### config.mk
export PLATFORM = sky130hd
export DESIGN_NAME = adc_scan_sequencer
export DESIGN_NICKNAME = d
export VERILOG_FILES = /design/src/rtl/adc_scan_sequencer.sv
export SDC_FILE = /design/constraint.sdc
export NUM_CORES = 1
export LEC_CHECK = 0
export ABC_CLOCK_PERIOD_IN_PS = 2750
export BUFFER_PORTS_ARGS = -buffer_cell sky130_fd_sc_hd__buf_2
export CAP_MARGIN = 10
export CORE_MARGIN = 1.5
export CORE_UTILIZATION = 40
export CTS_CLUSTER_DIAMETER = 50
export DETAILED_ROUTE_END_ITERATION = 10
export PLACE_DENSITY = 0.59
export SYNTH_ARGS = -nofsm -noshare
export SYNTH_HDL_FRONTEND = slang
export SYNTH_SLANG_ARGS = --single-unit
### constraint.sdc
create_clock -name i_sclk -period 2.75 [get_ports i_sclk]
set_clock_uncertainty 0.05 [all_clocks]
set_input_delay 0.1375 -clock i_sclk [delete_from_list [all_inputs] [get_ports i_sclk]]
set_output_delay 0.1375 -clock i_sclk [all_outputs]
set_load 0.005 [all_outputs]
### src/rtl/adc_scan_sequencer.sv
// rtl/adc_scan_sequencer.sv - AD7888 channel scan scheduler with one-frame pipeline priming.
// Optional wait watchdog is compiled in with ADC_SEQ_TIMEOUT_EN.
module adc_scan_sequencer #(
  parameter int NUM_CH      = 8,
  parameter int GAP_W       = 16,
  parameter int TIMEOUT_CYC = 64
) (
  input  logic              i_sclk,
  input  logic              i_rst_n,
  input  logic              i_start,
  input  logic              i_stop,
  input  logic              i_continuous,
  input  logic [NUM_CH-1:0] i_ch_mask,
  input  logic [GAP_W-1:0]  i_gap,
  output logic              o_wr_en,
  input  logic              i_wr_done,
  output logic              o_rd_en,
  input  logic              i_rd_done,
  input  logic [15:0]       i_rd_data,
  output logic [2:0]        o_ch_sel,
  output logic              o_sample_valid,
  output logic [2:0]        o_sample_ch,
  output logic [11:0]       o_sample_data,
  output logic              o_busy,
  output logic              o_scan_done,
  output logic              o_timeout_err
);

  typedef enum logic [2:0] {IDLE, NEXT, WR, WAIT_WR, RD, WAIT_RD, EMIT, GAP} state_t;

  state_t             state, next_state;
  logic [NUM_CH-1:0]  mask_reg;
  logic [GAP_W-1:0]   gap_reg;
  logic [GAP_W-1:0]   gap_cnt;
  logic               cont_reg;
  logic               prime;
  logic               stop_pending;
  logic [2:0]         ptr;
  logic [2:0]         prev_ch;
  logic [2:0]         hi_ch;
  logic               end_pass;
  logic               take_sample;
  logic               tmo_hit;
  logic               tmo_fire;
  logic [3:0]         unused_rd;

  assign unused_rd = i_rd_data[15:12];

  function automatic logic [2:0] lowest_bit(input logic [NUM_CH-1:0] m);
    lowest_bit = '0;
    for (int i = NUM_CH - 1; i >= 0; i--)
      if (m[i]) lowest_bit = 3'(i);
  endfunction

  function automatic logic [2:0] highest_bit(input logic [NUM_CH-1:0] m);
    highest_bit = '0;
    for (int i = 0; i < NUM_CH; i++)
      if (m[i]) highest_bit = 3'(i);
  endfunction

  // Lowest set bit strictly above p; falls back to the lowest set bit (wrap).
  function automatic logic [2:0] next_bit(input logic [NUM_CH-1:0] m, input logic [2:0] p);
    next_bit = lowest_bit(m);
    for (int i = NUM_CH - 1; i >= 0; i--)
      if (m[i] && (i > int'(p))) next_bit = 3'(i);
  endfunction

  assign hi_ch       = highest_bit(mask_reg);
  assign end_pass    = !prime && (prev_ch == hi_ch);
  assign take_sample = (state == WAIT_RD) && i_rd_done;

  always_ff @(posedge i_sclk or negedge i_rst_n) begin
    if (!i_rst_n) state <= IDLE;
    else          state <= next_state;
  end

  always_comb begin
    next_state = state;
    tmo_fire   = 1'b0;
    case (state)
      IDLE:    if (i_start && (|i_ch_mask)) next_state = NEXT;
      NEXT:    next_state = WR;
      WR:      next_state = WAIT_WR;
      WAIT_WR: begin
        if (i_wr_done) next_state = RD;
        else if (tmo_hit) begin
          next_state = IDLE;
          tmo_fire   = 1'b1;
        end
      end
      RD:      next_state = WAIT_RD;
      WAIT_RD: begin
        if (i_rd_done) next_state = EMIT;
        else if (tmo_hit) begin
          next_state = IDLE;
          tmo_fire   = 1'b1;
        end
      end
      EMIT: begin
        if (stop_pending || i_stop || (end_pass && !cont_reg)) next_state = IDLE;
        else                                                    next_state = GAP;
      end
      GAP:     if (gap_cnt <= GAP_W'(1)) next_state = NEXT;
      default: next_state = IDLE;
    endcase
  end

  always_ff @(posedge i_sclk or negedge i_rst_n) begin
    if (!i_rst_n) begin
      o_wr_en        <= 1'b0;
      o_rd_en        <= 1'b0;
      o_busy         <= 1'b0;
      o_sample_valid <= 1'b0;
      o_scan_done    <= 1'b0;
      o_sample_ch    <= '0;
      o_sample_data  <= '0;
      o_ch_sel       <= '0;
      mask_reg       <= '0;
      gap_reg        <= '0;
      gap_cnt        <= '0;
      cont_reg       <= 1'b0;
      prime          <= 1'b0;
      stop_pending   <= 1'b0;
      ptr            <= '0;
      prev_ch        <= '0;
    end else begin
      o_wr_en        <= (next_state == WR);
      o_rd_en        <= (next_state == RD);
      o_busy         <= (next_state != IDLE);
      o_sample_valid <= take_sample && !prime;
      o_scan_done    <= take_sample && end_pass;
      if (take_sample) begin
        o_sample_ch   <= prev_ch;
        o_sample_data <= i_rd_data[11:0];
      end
      case (state)
        IDLE: begin
          stop_pending <= 1'b0;
          if (i_start && (|i_ch_mask)) begin
            mask_reg <= i_ch_mask;
            gap_reg  <= i_gap;
            cont_reg <= i_continuous;
            prime    <= 1'b1;
            ptr      <= lowest_bit(i_ch_mask);
          end
        end
        NEXT: o_ch_sel <= ptr;
        EMIT: begin
          prev_ch <= ptr;
          prime   <= 1'b0;
          ptr     <= next_bit(mask_reg, ptr);
          gap_cnt <= gap_reg;
        end
        GAP: if (gap_cnt != '0) gap_cnt <= gap_cnt - GAP_W'(1);
        default: ;
      endcase
      if ((state != IDLE) && i_stop) stop_pending <= 1'b1;
    end
  end

`ifdef ADC_SEQ_TIMEOUT_EN
  localparam int TW = $clog2(TIMEOUT_CYC + 1);
  logic [TW-1:0] tmo_cnt;

  assign tmo_hit = (tmo_cnt == TW'(TIMEOUT_CYC - 1));

  always_ff @(posedge i_sclk or negedge i_rst_n) begin
    if (!i_rst_n) begin
      tmo_cnt       <= '0;
      o_timeout_err <= 1'b0;
    end else begin
      if (((state == WAIT_WR) || (state == WAIT_RD)) && (next_state == state))
        tmo_cnt <= tmo_cnt + TW'(1);
      else
        tmo_cnt <= '0;
      if ((state == IDLE) && i_start) o_timeout_err <= 1'b0;
      else if (tmo_fire)              o_timeout_err <= 1'b1;
    end
  end
`else
  localparam int unused_tmo_cyc = TIMEOUT_CYC;
  logic unused_tmo_fire;
  assign unused_tmo_fire = tmo_fire;
  assign tmo_hit       = 1'b0;
  assign o_timeout_err = 1'b0;
`endif

endmodule

==> results of run 1 <==
## through the flow
stage / total power [mW] / setup WS (ns) / std cells / utilization / cell area (sq um)
2_1_floorplan: 3.43 / 0.642 / 370 / - / 3860
3_3_place_gp: 3.98 / 0.459 / 551 / 0.466 / 4330
3_5_place_dp: 4.05 / 0.428 / 551 / 0.466 / 4330
4_1_cts: 5.23 / 0.407 / 603 / 0.534 / 4950
5_1_grt: 5.59 / 0.320 / 603 / 0.534 / 4950
6_report: 5.18 / 0.409 / 603 / 0.534 / 4950
## worst max-delay path: cells and delay by family (launching register included)
kind | cells | cell delay, ns
AO/OA/AOI/OAI | 2 | 0.51
adder cells (fa/ha/maj) | 1 | 0.21
buffers and inverters | 1 | 0.09
flip-flops | 1 | 0.43
AND/OR/NAND/NOR | 2 | 0.89
## cells by family (layout without fill, tap and decap cells)
group / count (synthesis) / in the layout
adder cells (fa/ha/maj): 2 / 2
multiplexers: 41 / 41
flip-flops: 75 / 75
AND/OR/NAND/NOR: 122 / 122
AO/OA/AOI/OAI: 95 / 95
buffers and inverters: 34 / 138
other: 1 / 1
## synth_stat cells, drive strengths merged (2+ instances only)
| master | n |
|---|---|
| nand2b | 7 |
| nor3 | 11 |
| mux2 | 38 |
| inv | 13 |
| o2111ai | 2 |
| buf | 10 |
| nor2b | 4 |
| o31ai | 4 |
| a21oi | 22 |
| and3 | 5 |
| ha | 2 |
| nor4 | 8 |
| nand3b | 2 |
| o41ai | 2 |
| o311ai | 2 |
| a31oi | 4 |
| a311o | 2 |
| o22ai | 7 |
| a311oi | 2 |
| a22oi | 5 |
| nand2 | 25 |
| and2 | 2 |
| or2 | 3 |
| nor4b | 3 |
| or4 | 3 |
| o21ai | 21 |
| o221a | 2 |
| mux2i | 3 |
| nor2 | 31 |
| o211ai | 9 |
| nand4 | 4 |
| a21o | 2 |
| nand3 | 5 |
| clkbuf | 11 |
| dfrtp | 75 |
| or3 | 2 |
## power by group through the flow
stage / logic [mW] / clock network (mW) / registers, mW
after floorplan: 1.46 / 0 / 1.97
after global placement: 1.85 / 0 / 2.14
after detailed placement: 1.89 / 0 / 2.16
after CTS: 1.94 / 1.15 / 2.14
after global routing: 2.16 / 1.20 / 2.24
final: 1.92 / 1.12 / 2.14
## how the worst max path moves through the flow
stage               startpoint           to  slack [ns]
floorplan           gap_cnt[0]  gap_cnt[13]        0.64
CTS                 gap_cnt[0]   gap_cnt[1]        0.41
global route        gap_cnt[0]   gap_cnt[0]        0.32
detailed placement  gap_cnt[0]   gap_cnt[1]        0.43
global placement    gap_cnt[0]   gap_cnt[0]        0.46
finish              gap_cnt[0]   gap_cnt[0]        0.41
## cell type report
cell class	count	area share
multi-input cells	261	0.372
repair buffers	109	0.154
clock buffers	10	0.0258
clock inverters	6	0.0278
well taps	129	0.0326
inverters	13	0.00985
flip-flops and latches	75	0.379
## per-layer routing
layer	up-vias	routed length (um)
li1	1566	-
met1	1577	4240
met2	87	4290
met3	10	343
met4	0	112
met5	-	0
## what timing repair did
action	4_1_cts	5_1_grt
endpoints found under the setup margin	0	0
hold buffers	36	0
hold endpoints to repair	110	0
==> run metrics, run 1 <==
Combinational Power Share=0.370; gr ovfl total=0; CTS root buf=clkbuf_8; share of layout cells above drive strength 1=0.306; part of the power in registers=0.413; post-cts sizing count=0; largest family of logic cells by synthesized area=simple AND/OR/NAND/NOR gates; worst-path cell chain=inv_1 > ha_1 > or3b_4 > or4_4 > o31ai_4 > a22oi_1; post-synthesis mux area share=0.118; worst r2r dst=gap_cnt[0]; Die Y=101 um; Clock transition at path regs=0.08 ns; Post-synth EDFFs=0; Synthesized Nets=419; Residual DRC=0; Syn Area/Cell=10.4 sq um; Synth Cell Area=0.00386 sq mm; FILL cells=848; most common cell after layout, fill and taps aside=dfrtp_1; fraction of the mapped netlist area in compound gates=0.170; Post-Synth Simple-Gate Area=0.180; area delta synth->final=28.2%; top post-synthesis cells by area=dfrtp_1, mux2_2, nor2_1, a21oi_1, o21ai_0; Tightest Pin Transition=0.925 ns; relative slew slack=0.384; design internal power=3.30 mW; most frequent cells in the layout=dfrtp_1, buf_2, mux2_2, dlygate4sd3_1, nor2_1; antenna cells=0; Hold Fails Final Rpt=0; period utilization=0.851; Final nets=518; sequential standard cell area=0.00188 sq mm; Most Crowded Layer GR=met2; Sum Neg Setup Slack=0 ns; Initial Util=0.416; Startpoint Class=register; vias per cell=5.37; synth unique cells=63; remaining antenna violation count after routing=0; power density over cell area=1050 mW/mm^2; CTS sink cnt=75; clock latency on the worst-skew pair=0.36 ns; Seq/Total Area, Yosys=0.486; leakage=2.15 nW; Synth Register Bits=75; met3 Use GR=0.0304; switching part of the total=0.364; routed len/inst=14.9 um; Hold Path Class=in -> reg; async set or reset register ratio after synthesis=1.00; floorplan core area=0.00928 sq mm; Clock Power Share=0.217; vias in the first global route=3,155; Cells after Synth=370; antenna violations before repair=0; crit-path max cell delay=0.47 ns; largest net degree at the start of global routing=76; Top FF cell, synth=dfrtp_1; First-pass DRT Iterations=4; Die X=101 um; crit path kind=reg -> reg; CTS Buf Count=9; R2R cell count=6; Critical Path End Type=register; fmax=427 MHz; HPWL after DPL=6130 um; Synth Area in XOR/XNOR=0; PortBufs=65; Yosys warnings=0; setup bufs post-CTS=0; met1 Use GR=0.248; min Tclk post-route=2.34 ns; # setup viols final=0; die area=0.0103 sq mm; GPL Wtd Cong=0.863; top-area cell type share of the netlist area=0.486; worst path arrival time=2.50 ns; DRT Wirelength=8980 um; critical path peak fanout=7; Global Route Usage Sum=0.188; hold_ws=0.00571 ns; worst hold stages=3; R2R Setup Slk=0.41 ns; RSZ-0062 raised after global routing=false; I/O pin total=71; cell taking the most area after synthesis=dfrtp_1; GRT met2 Usage=0.311; Hold Path Origin=i_ch_mask[2]; H-tree levels=3; R2R Path Start=gap_cnt[0]; Adder-Cell Fraction of Synth Area=0.00647; CTS tree=done; status=finished clean; area occupied by multi-input gates=0.00184 sq mm; count of final max-slew check failures=0; MaxCap Viol Count=0; first-pass GRT wire length=15,100 um; worst path required time=2.91 ns; Crit-path slowest cell=or4_4; row count=35; Max IR drop VDD=0.399 mV; switching power total=1.89 mW; vias=3,240; DRT iter0 DRCs=146; clock tree buffer depth=2; Hold Crit Endpoint=mask_reg[2]
Power figures use the tool's default switching activity.
==> inputs of run 2 (changes only) <==
- SETUP_SLACK_MARGIN: unset -> 0.5
==> run 2 against run 1 <==
Against the previous run:
- sequential share of layout area decreased by 0.52 points
- maximum frequency increased by 6.4%
- flip-flop and latch count unchanged
- setup slack improved by 0.14 ns
- final cell count increased by 1.0%
- combinational power increased by 5%
- clock-buffer cell count unchanged
- non-clock buffer count increased by 6
- critical path depth increased by 1
- register-to-register slack improved by 0.14 ns
- hold slack got worse by 0.0026 ns
- global-route usage increased by 0.13 points
- largest cell class unchanged
- largest power group unchanged
==> run metrics, run 2 (synthesis results as in run 1) <==
worst hold stages=3; sequential standard cell area=0.00188 sq mm; antenna cells=0; routed len/inst=14.9 um; floorplan core area=0.00928 sq mm; I/O pin total=71; row count=35; Hold Path Class=in -> reg; relative slew slack=0.382; CTS Buf Count=9; Global Route Usage Sum=0.189; CTS root buf=clkbuf_8; most frequent cells in the layout=dfrtp_1, buf_2, mux2_2, dlygate4sd3_1, nor2_1; FILL cells=847; fmax=455 MHz; Startpoint Class=register; period utilization=0.800; Die X=101 um; Most Crowded Layer GR=met2; Final Util=0.542; First-pass DRT Iterations=4; MaxCap Viol Count=0; vias in the first global route=3,181; total power=5.28 mW; # setup viols final=0; most common cell after layout, fill and taps aside=dfrtp_1; post-route cell area=0.00503 sq mm; area delta synth->final=30.1%; Die Y=101 um; clock latency on the worst-skew pair=0.36 ns; Tightest Pin Transition=0.927 ns; crit path kind=reg -> reg; Max IR drop VDD=0.403 mV; Final nets=524; remaining antenna violation count after routing=0; Post-Place Worst Slack=0.428 ns; area occupied by multi-input gates=0.00186 sq mm; DRT Wirelength=9070 um; post-route setup slack=0.550 ns; HPWL after DPL=6130 um; GPL Wtd Cong=0.863; Sum Neg Setup Slack=0 ns; die area=0.0103 sq mm; critical path peak fanout=5; met1 Use GR=0.249; H-tree levels=3; clock tree buffer depth=2; GRT met2 Usage=0.315; R2R cell count=7; DP Area=0.00433 sq mm; Clock transition at path regs=0.08 ns; Residual DRC=0; DRT iter0 DRCs=144; CTS sink cnt=75; worst path arrival time=2.36 ns; CTS tree=done; Critical Path End Type=register; antenna violations before repair=0; gr ovfl total=0; PortBufs=65; Initial Util=0.416; RSZ-0062 raised after global routing=true; power density over cell area=1050 mW/mm^2; status=finished clean; count of final max-slew check failures=0; vias=3,260; Hold Fails Final Rpt=0; first-pass GRT wire length=15,200 um; share of layout cells above drive strength 1=0.331; worst path required time=2.91 ns; met3 Use GR=0.0304; vias per cell=5.35; min Tclk post-route=2.20 ns; leakage=2.18 nW; largest net degree at the start of global routing=76
-- run 2: cell count changes in the layout (fill, tap and decap cells not counted), sizes merged --
| cell | before | now |
|---|---|---|
| buf | 73 | 79 |
-- run 2: repair_timing --
action | in CTS | in global routing
pin swaps | 1 | 2
hold buffers | 36 | 0
setup endpoints to repair | 6 | 10
buffers inserted | 3 | 3
gates resized for setup | 3 | 7
hold endpoints to repair | 110 | 0
-- run 2: worst paths after layout --
| path | from | endpoint | slack [ns] |
|---|---|---|---|
| max in group asynchronous | i_rst_n | mask_reg[7] | 1.58 |
| min in group asynchronous | i_rst_n | mask_reg[6] | 0.41 |
| min reg2reg | o_sample_data[7] | o_sample_data[7] | 0.45 |
| max | gap_cnt[1] | gap_cnt[10] | 0.55 |
| min | i_ch_mask[2] | mask_reg[2] | 0.003 |
| max reg2reg | gap_cnt[1] | gap_cnt[10] | 0.55 |
-- run 2: metal layers --
| layer | share of wire | wire length [um] | vias to the layer above |
|---|---|---|---|
| li1 | - | - | 1580 |
| met1 | 0.47 | 4250 | 1574 |
| met2 | 0.48 | 4340 | 95 |
| met3 | 0.041 | 375 | 11 |
| met4 | 0.012 | 108 | 0 |
| met5 | 0 | 0 | - |
-- run 2: through the flow --
step,std cells,hold WS (ns)
after floorplan,370,-0.208
after global placement,551,0.289
after detailed placement,551,0.298
after CTS,606,0.00197
after global routing,609,0.0169
final,609,0.00314
-- run 2: report_power, final --
| group | total (mW) | internal [mW] | leakage [nW] | switching (mW) |
|---|---|---|---|---|
| Sequential | 2.14 | 1.62 | 0.897 | 0.519 |
| Clock | 1.12 | 0.698 | 0.131 | 0.423 |
| Combinational | 2.02 | 1.05 | 1.15 | 0.976 |
-- run 2: cell type report --
type,count,area share
flip-flops and latches,75,0.374
multi-input cells,261,0.371
repair buffers,115,0.161
well taps,129,0.0321
clock inverters,6,0.0274
clock buffers,10,0.0254
inverters,13,0.00970
-- run 2: critical path, cell delays in order (launching register included) --
cell	delay (ns)
dfrtp_1	0.41
inv_2	0.10
ha_4	0.15
or3b_4	0.41
or4_4	0.47
o31ai_4	0.22
buf_4	0.17
o21ai_0	0.09
